$ cat src/rtl/multi_change_detector.sv
// multi_change_detector
// Watches NUM_CH packed value channels, filters each for stability, and
// reports one accepted change at a time (channel id, old and new value),
// followed by a HOLD_CYCLES rate-limiting window.
//
// Handshake note: there is no back-pressure. A report is announced by
// change rising together with busy. ch_id/prev_value/new_value are valid
// from that cycle and hold until the next report. pending shows channels
// still waiting to be reported. busy is the FSM state made visible
// (1 = HOLD, 0 = IDLE).
module multi_change_detector #(
    parameter int NUM_CH        = 4,
    parameter int WIDTH         = 3,
    parameter int RESET_VALUE   = 5,
    parameter int STABLE_CYCLES = 2,
    parameter int HOLD_CYCLES   = 25000000,
    parameter int PULSE_MODE    = 0,
    localparam int CH_W         = (NUM_CH > 1) ? $clog2(NUM_CH) : 1
) (
    input  logic                    clk,
    input  logic                    reset,
    input  logic [NUM_CH*WIDTH-1:0] the_signal,
    output logic                    change,
    output logic [CH_W-1:0]         ch_id,
    output logic [WIDTH-1:0]        prev_value,
    output logic [WIDTH-1:0]        new_value,
    output logic                    busy,
    output logic [NUM_CH-1:0]       pending
);

    localparam int CNT_W  = $clog2(STABLE_CYCLES + 1);
    localparam int HOLD_W = $clog2(HOLD_CYCLES);

    localparam logic [WIDTH-1:0]  RST_V      = RESET_VALUE[WIDTH-1:0];
    localparam logic [CNT_W-1:0]  STABLE_MAX = CNT_W'(STABLE_CYCLES);
    localparam logic [HOLD_W-1:0] HOLD_LAST  = HOLD_W'(HOLD_CYCLES - 1);

    localparam logic [0:0] IDLE = 1'b0;
    localparam logic [0:0] HOLD = 1'b1;

    logic [WIDTH-1:0]  sig_ch [NUM_CH];
    logic [WIDTH-1:0]  cand_q [NUM_CH];
    logic [CNT_W-1:0]  cnt_q  [NUM_CH];
    logic [WIDTH-1:0]  acc_q  [NUM_CH];
    logic [WIDTH-1:0]  rep_q  [NUM_CH];

    logic [0:0]        state_q;
    logic [HOLD_W-1:0] hold_cnt;
    logic [CH_W-1:0]   sel;

    // Unpack the flat input bus into one value per channel.
    always_comb begin
        for (int i = 0; i < NUM_CH; i++) begin
            sig_ch[i] = the_signal[i*WIDTH +: WIDTH];
        end
    end

    // Stability filter: a value is accepted only after persisting STABLE_CYCLES samples.
    always_ff @(posedge clk) begin
        for (int i = 0; i < NUM_CH; i++) begin
            if (!reset) begin
                cand_q[i] <= RST_V;
                cnt_q[i]  <= '0;
                acc_q[i]  <= RST_V;
            end else begin
                if (sig_ch[i] != cand_q[i]) begin
                    cand_q[i] <= sig_ch[i];
                    cnt_q[i]  <= CNT_W'(1);
                end else if (cnt_q[i] < STABLE_MAX) begin
                    cnt_q[i] <= cnt_q[i] + CNT_W'(1);
                end
                if ((cnt_q[i] == STABLE_MAX) && (cand_q[i] != acc_q[i])) begin
                    acc_q[i] <= cand_q[i];
                end
            end
        end
    end

    // A channel is pending while its accepted value differs from the last one reported;
    // returning to the reported value silently withdraws the change.
    always_comb begin
        for (int i = 0; i < NUM_CH; i++) begin
            pending[i] = (acc_q[i] != rep_q[i]);
        end
    end

    // Fixed-priority pick of the lowest pending channel.
    always_comb begin
        sel = '0;
        for (int i = NUM_CH - 1; i >= 0; i--) begin
            if (pending[i]) begin
                sel = CH_W'(i);
            end
        end
    end

    // Report FSM: IDLE launches a report, HOLD times the rate-limiting window.
    always_ff @(posedge clk) begin
        if (!reset) begin
            state_q    <= IDLE;
            hold_cnt   <= '0;
            change     <= 1'b0;
            busy       <= 1'b0;
            ch_id      <= '0;
            prev_value <= RST_V;
            new_value  <= RST_V;
            for (int i = 0; i < NUM_CH; i++) begin
                rep_q[i] <= RST_V;
            end
        end else begin
            case (state_q)
                IDLE: begin
                    if (|pending) begin
                        ch_id      <= sel;
                        prev_value <= rep_q[sel];
                        new_value  <= acc_q[sel];
                        rep_q[sel] <= acc_q[sel];
                        change     <= 1'b1;
                        busy       <= 1'b1;
                        hold_cnt   <= '0;
                        state_q    <= HOLD;
                    end
                end
                HOLD: begin
                    if (hold_cnt == HOLD_LAST) begin
                        hold_cnt <= '0;
                        change   <= 1'b0;
                        busy     <= 1'b0;
                        state_q  <= IDLE;
                    end else begin
                        hold_cnt <= hold_cnt + HOLD_W'(1);
                        if (PULSE_MODE != 0) begin
                            change <= 1'b0;
                        end
                    end
                end
                default: state_q <= IDLE;
            endcase
        end
    end

endmodule

$ cat config.mk
export PLATFORM = sky130hd
export DESIGN_NAME = multi_change_detector
export DESIGN_NICKNAME = d
export VERILOG_FILES = /design/src/rtl/multi_change_detector.sv
export SDC_FILE = /design/constraint.sdc
export NUM_CORES = 1
export LEC_CHECK = 0
export CAP_MARGIN = 20
export CORE_MARGIN = 3
export CORE_UTILIZATION = 45
export CTS_CLUSTER_SIZE = 28
export DETAILED_ROUTE_END_ITERATION = 12
export HOLD_SLACK_MARGIN = 0.08
export PLACE_DENSITY = 0.65
export SLEW_MARGIN = 5
export SYNTH_ARGS = -nofsm -noshare
export SYNTH_HDL_FRONTEND = slang
export SYNTH_SLANG_ARGS = --single-unit
$ cat constraint.sdc
create_clock -name clk -period 4.35 [get_ports clk]
set_clock_uncertainty 0.2 [all_clocks]
set_input_delay 0.6525 -clock clk [delete_from_list [all_inputs] [get_ports clk]]
set_output_delay 0.6525 -clock clk [all_outputs]
set_load 0.03 [all_outputs]
==> reports/qor.yml, run 1 <==
placed_area_um2: 4650
slew_headroom_pct: 42.7
grt_setup_unrepaired: "false"
viasPerCell: 5.64
die_h_um: 104
drc: 0
syn-cell-area_um2: 4280
via_count: 3338
status: "finished, final reports clean"
cts_tree: "built"
rows: 34
hold-worst-slack_ns: 0.267
clk_latency_ns: 0.35
drv_cap: 0
cts_setup_buffers: 0
dpl.hpwl_um: 6420
ys_seq_area_share_pct: 47.3
slew_viol_final: 0
cts_buffers: 9
drt_iter0_markers: 156
hold_buffers: 0
grt_overflow_total: 0
firstDrtPassIters: 5
synth_nets: 457
finalCriticalPeriod_ns: 3.18
vdd_drop_max_mv: 0.184
startpoint_type: "flip-flop"
fin_area_um2: 4820
core_area_um2: 8980
grt_pass1_wl_um: 15100
finalCritPeriodShare_pct: 73.1
setup_tns_ns: 0
synth.largest_area_cell: "edfxtp_1"
cts_resized: 0
place_congestion: 0.833
finish.utilization_pct: 53.7
power_density_nw_per_um2: 342
diodes: 0
grtUsageTotal_pct: 16.9
drtAntennaViolNets: 0
ys_warn_count: 0
die_area_um2: 10700
yosys_register_bits: 79
grt_max_degree: 25
h-tree-depth: 3
routed_wl_um: 9030
die-width_um: 104
critPathMaxFanout: 5
cts.path.max_buffers: 2
ys.flop_type: "edfxtp_1"
netlist_instances: 438
finalNetCount: 480
synth_cell_type_count: 58
crit_required_ns: 3.50
fmax_ghz: 0.314
crit_type: "flip-flop to primary output"
grt_pass1_vias: 3140
async_flop_share_pct: 0
area_growth_pct: 12.6
path_clk_slew_ns: 0.09
grt_antenna_before_repair: 0
final_common_cell: "edfxtp_1"
ios: 28
avgSynthCellArea_um2: 9.77
routedWlPerCell_um: 15.3
synthTopCellsByArea: "edfxtp_1 (31%), dfxtp_1 (16%), xor2_1 (4.5%)"
crit_path_end_kind: "primary output"
initial_core_util_pct: 47.7
mostFrequentLayoutCells: "edfxtp_1 (44), dfxtp_1 (35), nand2_1 (34), nor2_1 (32), clkdlybuf4s50_1 (27)"
cp.arrival_ns: 2.33
portBuffers: 27
synth_edf_count: 44
cts_num_sinks: 79
root_buffer: "clkbuf_8"
p_leak_nw: 1.75
worst_pin_slew_ns: 0.857
yosys.area.top_type_share_pct: 30.9
hold_viol_final: 0
layout-drive-gt1-share_pct: 10.3
hp-class: "flip-flop to flip-flop"
setup_violations: 0
==> cell type report <==
cell class	instances	area (um2)
inverters	28	105
clock inverters	6	45.0
fillers	808	4160
flip-flops and latches	79	2020
well taps	126	158
repair buffers	32	308
clock buffers	10	128
multi-input cells	311	2050
==> worst max-delay path, stage by stage, from the launching register on <==
cell,delay (ns)
edfxtp_1,0.50
xor2_1,0.21
nor3_1,0.40
inv_1,0.22
clkdlybuf4s50_1,0.64
==> stage by stage <==
stage          setup WS (ns)  std cells  total power, mW
2_1_floorplan           1.76        438             1.09
3_3_place_gp            1.44        576             1.17
3_5_place_dp            1.36        576             1.18
4_1_cts                 1.18        592             1.66
5_1_grt                 1.06        592             1.73
6_report                1.17        592             1.65
==> per-layer routing <==
| metal | GRT usage, % | wire (um) |
|---|---|---|
| met1 | 23.3 | 4430 |
| met2 | 26.2 | 4180 |
| met3 | 3.54 | 292 |
| met4 | 6.65 | 127 |
| met5 | 0 | 0 |
==> cell usage after synthesis, types with 4 or more instances <==
master and n:
a222oi_1 4, or2_2 12, o211a_1 5, edfxtp_1 44, xnor2_1 15, xor2_1 22
clkbuf_1 15, a311oi_1 6, nand4_1 8, a21oi_1 10, a31oi_1 5, o21ai_0 11
and4_1 4, and3_1 8, nand2b_1 4, or3_1 17, nand2_1 34, nand3_1 20
nor3_1 25, mux2i_1 5, o21a_1 4, inv_1 26, nor2_1 32, dfxtp_1 35
nor3b_1 4, o31ai_1 5, ha_1 5
==> power by group <==
| group | internal [mW] | leakage (nW) | switching [mW] |
|---|---|---|---|
| registers | 0.825 | 0.689 | 0.0368 |
| clock network | 0.209 | 0.0789 | 0.281 |
| logic | 0.116 | 0.978 | 0.182 |
==> path summary, 6_finish.rpt <==
path,startpoint,slack [ns],endpoint,cells after the start
worst min-delay path,ch_id[1]$_SDFFE_PN0P_,0.27,ch_id[1]$_SDFFE_PN0P_,1
worst max register to register,hold_cnt[23]$_SDFFE_PN0P_,1.50,hold_cnt[18]$_SDFFE_PN0P_,6
worst min register to register,ch_id[1]$_SDFFE_PN0P_,0.27,ch_id[1]$_SDFFE_PN0P_,1
worst max-delay path,acc_q[3][0]$_SDFFCE_PN1P_,1.17,pending[3],4
==> state kept, by name, indices dropped and copies added, names as in the netlist <==
register / cells
hold_cnt: 25
acc_q: 12
cand_q: 12
rep_q: 12
cnt_q: 8
new_value: 3
prev_value: 3
ch_id: 2
busy: 1
state_q: 1
==> logic make-up after synthesis <==
logic type	after synthesis	share of synthesized area [%]
and+or+nand+nor	183	23.1
buffers and inverters	48	4.77
muxes	5	1.17
AOI/OAI and AO/OA	81	14.6
adders and majority gates	5	1.46
xor gates and xnor gates	37	7.57
DFF	79	47.3
Power figures use the tool's default switching activity.
==> run 2: changes to the inputs <==
--- a/config.mk
+++ b/config.mk
@@ -11,7 +11,7 @@
 export CTS_CLUSTER_SIZE = 28
 export DETAILED_ROUTE_END_ITERATION = 12
 export HOLD_SLACK_MARGIN = 0.08
-export PLACE_DENSITY = 0.65
+export PLACE_DENSITY = 0.68
 export SLEW_MARGIN = 5
 export SYNTH_ARGS = -nofsm -noshare
 export SYNTH_HDL_FRONTEND = slang
==> constraint.sdc (replaced) <==
create_clock -name clk -period 2.9 [get_ports clk]
set_clock_uncertainty 0.2 [all_clocks]
set_input_delay 0.435 -clock clk [delete_from_list [all_inputs] [get_ports clk]]
set_output_delay 0.435 -clock clk [all_outputs]
set_load 0.03 [all_outputs]
==> reports/qor.yml, run 2 (synthesis results as in run 1) <==
worstPathCellList: "xor2_1, nor3_2, inv_2, buf_4, clkdlybuf4s50_1"
routedWlPerCell_um: 15.5
dp.cells: 587
path_clk_slew_ns: 0.09
die-width_um: 104
dpl.hpwl_um: 6710
initial_core_util_pct: 47.7
core_area_um2: 8980
finalPower_mw: 2.70
cp.buffers_inverters: 3
fmax_ghz: 0.364
cp.arrival_ns: 2.11
rows: 34
rrSetupSlack_ns: 0.24
grt_pass1_wl_um: 15700
place_congestion: 0.935
grt_antenna_before_repair: 0
finalNetCount: 491
mostFrequentLayoutCells: "edfxtp_1 (44), dfxtp_1 (35), nand2_1 (34), nor2_1 (32), inv_1 (26)"
setup_violations: 0
drtAntennaViolNets: 0
cp_slowest_cell: "clkdlybuf4s50_1"
crit_path_end_kind: "primary output"
final_common_cell: "edfxtp_1"
worst_pin_slew_ns: 0.823
n_fill_cell: 788
drt_iter0_markers: 260
hp-class: "flip-flop to flip-flop"
slew_headroom_pct: 44.4
portBuffers: 27
finish.utilization_pct: 55.4
area_growth_pct: 16.2
h-tree-depth: 3
grt_overflow_total: 0
cts_tree: "built"
via_count: 3428
finalCriticalPeriod_ns: 2.75
routed_wl_um: 9330
die_area_um2: 10700
vdd_drop_max_mv: 0.227
cts.path.max_buffers: 2
setup_tns_ns: 0
largest_reg_flops: 25
regMostFlops: "hold_cnt"
drv_cap: 0
crit_type: "flip-flop to primary output"
die_h_um: 104
diodes: 0
viasPerCell: 5.68
p_leak_nw: 1.86
root_buffer: "clkbuf_8"
status: "finished, final reports clean"
critPathMaxFanout: 8
grt_pass1_vias: 3237
startpoint_type: "flip-flop"
cts_buffers: 9
grt_setup_unrepaired: "false"
grtUsageTotal_pct: 17.4
firstDrtPassIters: 5
cts_num_sinks: 79
crit_required_ns: 2.27
power_density_nw_per_um2: 543
finalCritPeriodShare_pct: 94.7
grt_max_degree: 31
clk_latency_ns: 0.35
drc: 0
finalNonFillerCells: 603
critPathMaxStageDelay_ns: 0.60
hold_viol_final: 0
ios: 28
slew_viol_final: 0
crit_family: "buffers and inverters"
layout-drive-gt1-share_pct: 12.8
## run 2: changes by cell type in the layout (fill, tap and decap cells not counted), sizes merged
cell | before | now
buf | 5 | 16
bufinv | 0 | 2
clkdlybuf4s50 | 27 | 24
clkinv | 2 | 3
clkinvlp | 3 | 1
dlymetal6s2s | 0 | 3
inv | 29 | 28
## run 2: layout make-up
| cell class | instances | area (um2) | share of cell area [%] |
|---|---|---|---|
| timing repair buffer | 43 | 398 | 8.00 |
| clock buffer | 10 | 138 | 2.77 |
| sequential | 79 | 2020 | 40.7 |
| multi-input combinational | 311 | 2060 | 41.4 |
| inverter | 28 | 105 | 2.11 |
| tap | 126 | 158 | 3.17 |
| clock inverter | 6 | 93.8 | 1.89 |
## run 2: what timing repair did
| action | in CTS | in global routing |
|---|---|---|
| resized for setup | 1 | 3 |
| endpoints found under the setup margin | 1 | 3 |
| setup buffers | 0 | 0 |
| hold buffers | 0 | 0 |
## run 2: per-stage QoR
| stage | setup slack, ns | hold slack, ns | instance area [um2] |
|---|---|---|---|
| floorplan | 0.312 | 0.243 | 4280 |
| global placement | 0.305 | 0.249 | 4730 |
| detailed placement | 0.288 | 0.246 | 4730 |
| CTS | 0.00602 | 0.268 | 4960 |
| global route | 0.0700 | 0.286 | 4970 |
| finish | 0.154 | 0.259 | 4970 |
## run 2: routing by layer
metal  wire length [um]  GRT usage (%)
met2               4380           28.2
met4                 91           5.51
met5                  0              0
met3                455           2.61
met1               4400           24.1
## run 2: path summary, 6_finish.rpt
path,end,depth (start not counted),from
min,ch_id[1]$_SDFFE_PN0P_,1,ch_id[1]$_SDFFE_PN0P_
max reg2reg,rep_q[3][1]$_DFFE_PP_,6,acc_q[2][0]$_SDFFCE_PN1P_
max,pending[2],5,acc_q[2][0]$_SDFFCE_PN1P_
min reg2reg,ch_id[1]$_SDFFE_PN0P_,1,ch_id[1]$_SDFFE_PN0P_
## run 2: power breakdown
| group | internal (mW) | switching (mW) |
|---|---|---|
| combinational | 0.192 | 0.288 |
| clock | 0.513 | 0.417 |
| sequential | 1.24 | 0.0502 |
| total | 1.94 | 0.756 |
## run 2: worst reg2reg max path: stages (launching register included)
cell	delay [ns]
edfxtp_1	0.49
xor2_1	0.19
nor3_2	0.26
inv_2	0.06
o21ai_0	0.28
nand2_1	0.09
o41ai_1	0.74
==> run 3: changes to the inputs <==
--- a/config.mk
+++ b/config.mk
@@ -11,6 +11,7 @@
 export CTS_CLUSTER_SIZE = 28
 export DETAILED_ROUTE_END_ITERATION = 12
 export HOLD_SLACK_MARGIN = 0.08
+export MAX_ROUTING_LAYER = met4
 export PLACE_DENSITY = 0.68
 export SLEW_MARGIN = 5
 export SYNTH_ARGS = -nofsm -noshare
==> reports/qor.yml, run 3 (synthesis results as in run 1) <==
fmax_ghz: 0.363
portBuffers: 27
area_growth_pct: 16.2
firstDrtPassIters: 5
vdd_drop_max_mv: 0.228
dpl.hpwl_um: 6710
grt_max_degree: 31
cp.buffers_inverters: 3
routedWlPerCell_um: 15.5
regMostFlops: "hold_cnt"
finalCritPeriodShare_pct: 95.0
die_area_um2: 10700
drt_iter0_markers: 229
clk_latency_ns: 0.35
setup_tns_ns: 0
viasPerCell: 5.65
crit_family: "buffers and inverters"
grt_antenna_before_repair: 0
grtUsageTotal_pct: 17.9
cp.arrival_ns: 2.12
cts_buffers: 9
startpoint_type: "flip-flop"
grt_pass1_vias: 3237
place_ws_ns: 0.288
cts_tree: "built"
hp-class: "flip-flop to flip-flop"
h-tree-depth: 3
p_leak_nw: 1.86
cts_setup_buffers: 0
finalCriticalPeriod_ns: 2.75
slew_headroom_pct: 42.4
mostFrequentLayoutCells: "edfxtp_1 (44), dfxtp_1 (35), nand2_1 (34), nor2_1 (32), inv_1 (26)"
crit_path_end_kind: "primary output"
hold_buffers: 0
place_congestion: 0.952
dp.cells: 587
crit_type: "flip-flop to primary output"
n_fill_cell: 788
hold_viol_final: 0
worstPathCellList: "xor2_1, nor3_2, inv_2, buf_4, clkdlybuf4s50_1"
drv_cap: 0
die_h_um: 104
drc: 0
initial_core_util_pct: 47.7
via_count: 3409
status: "finished, final reports clean"
setup_violations: 0
layout-drive-gt1-share_pct: 12.8
finalNetCount: 491
path_clk_slew_ns: 0.09
largest_reg_flops: 25
routed_wl_um: 9340
postLayoutSetupSlackWorst_ns: 0.146
final_common_cell: "edfxtp_1"
cts.path.max_buffers: 2
cp_slowest_cell: "clkdlybuf4s50_1"
critPathMaxStageDelay_ns: 0.60
grt_overflow_total: 0
cts_num_sinks: 79
die-width_um: 104
rows: 34
grt_setup_unrepaired: "false"
power_density_nw_per_um2: 543
slew_viol_final: 0
root_buffer: "clkbuf_8"
worst_pin_slew_ns: 0.853
ios: 28
diodes: 0
finalNonFillerCells: 603
grt_pass1_wl_um: 15700
crit_required_ns: 2.27
core_area_um2: 8980
critPathMaxFanout: 8
drtAntennaViolNets: 0
==> run 3: cell counts in the layout (fill, tap and decap cells not counted) <==
Identical to the previous run, type by type.
==> run 3: power breakdown <==
| part | internal [mW] | switching (mW) |
|---|---|---|
| combinational | 0.192 | 0.288 |
| clock | 0.513 | 0.422 |
| sequential | 1.24 | 0.0503 |
| total | 1.94 | 0.761 |
==> run 3: layout make-up <==
class | instances | area [um2] | share of cell area (%)
Clock buffer | 10 | 138 | 2.77
Clock inverter | 6 | 93.8 | 1.89
Inverter | 28 | 105 | 2.11
Multi-Input combinational cell | 311 | 2060 | 41.4
Sequential cell | 79 | 2020 | 40.7
Tap cell | 126 | 158 | 3.17
Timing Repair Buffer | 43 | 398 | 8.00
==> run 3: layer usage <==
layer | global-route usage (%) | wire [um]
met1 | 24.1 | 4530
met2 | 28.2 | 4350
met3 | 2.61 | 374
met4 | 5.51 | 81
met5 | - | 0
==> run 3: what timing repair did <==
| action | CTS | global route |
|---|---|---|
| gates cloned | 0 | 0 |
| gates resized for setup | 1 | 3 |
| endpoints found under the setup margin | 1 | 3 |
==> run 3: final timing paths <==
| kind | from | slack [ns] | cells after the start | endpoint |
|---|---|---|---|---|
| setup / recovery | acc_q[2][2]$_SDFFCE_PN1P_ | 0.15 | 5 | pending[2] |
| hold / removal | ch_id[1]$_SDFFE_PN0P_ | 0.26 | 1 | ch_id[1]$_SDFFE_PN0P_ |
| setup reg to reg | acc_q[2][2]$_SDFFCE_PN1P_ | 0.20 | 6 | rep_q[3][1]$_DFFE_PP_ |
| hold reg to reg | ch_id[1]$_SDFFE_PN0P_ | 0.26 | 1 | ch_id[1]$_SDFFE_PN0P_ |
==> run 3: metrics by stage <==
stage | instance area [um2] | total power, mW | hold WS (ns) | utilization [%]
2_1_floorplan | 4280 | 1.63 | 0.243 | -
3_3_place_gp | 4730 | 1.78 | 0.249 | 52.7
3_5_place_dp | 4730 | 1.79 | 0.246 | 52.7
4_1_cts | 4960 | 2.71 | 0.268 | 55.3
5_1_grt | 4970 | 2.81 | 0.286 | 55.4
6_report | 4970 | 2.70 | 0.260 | 55.4
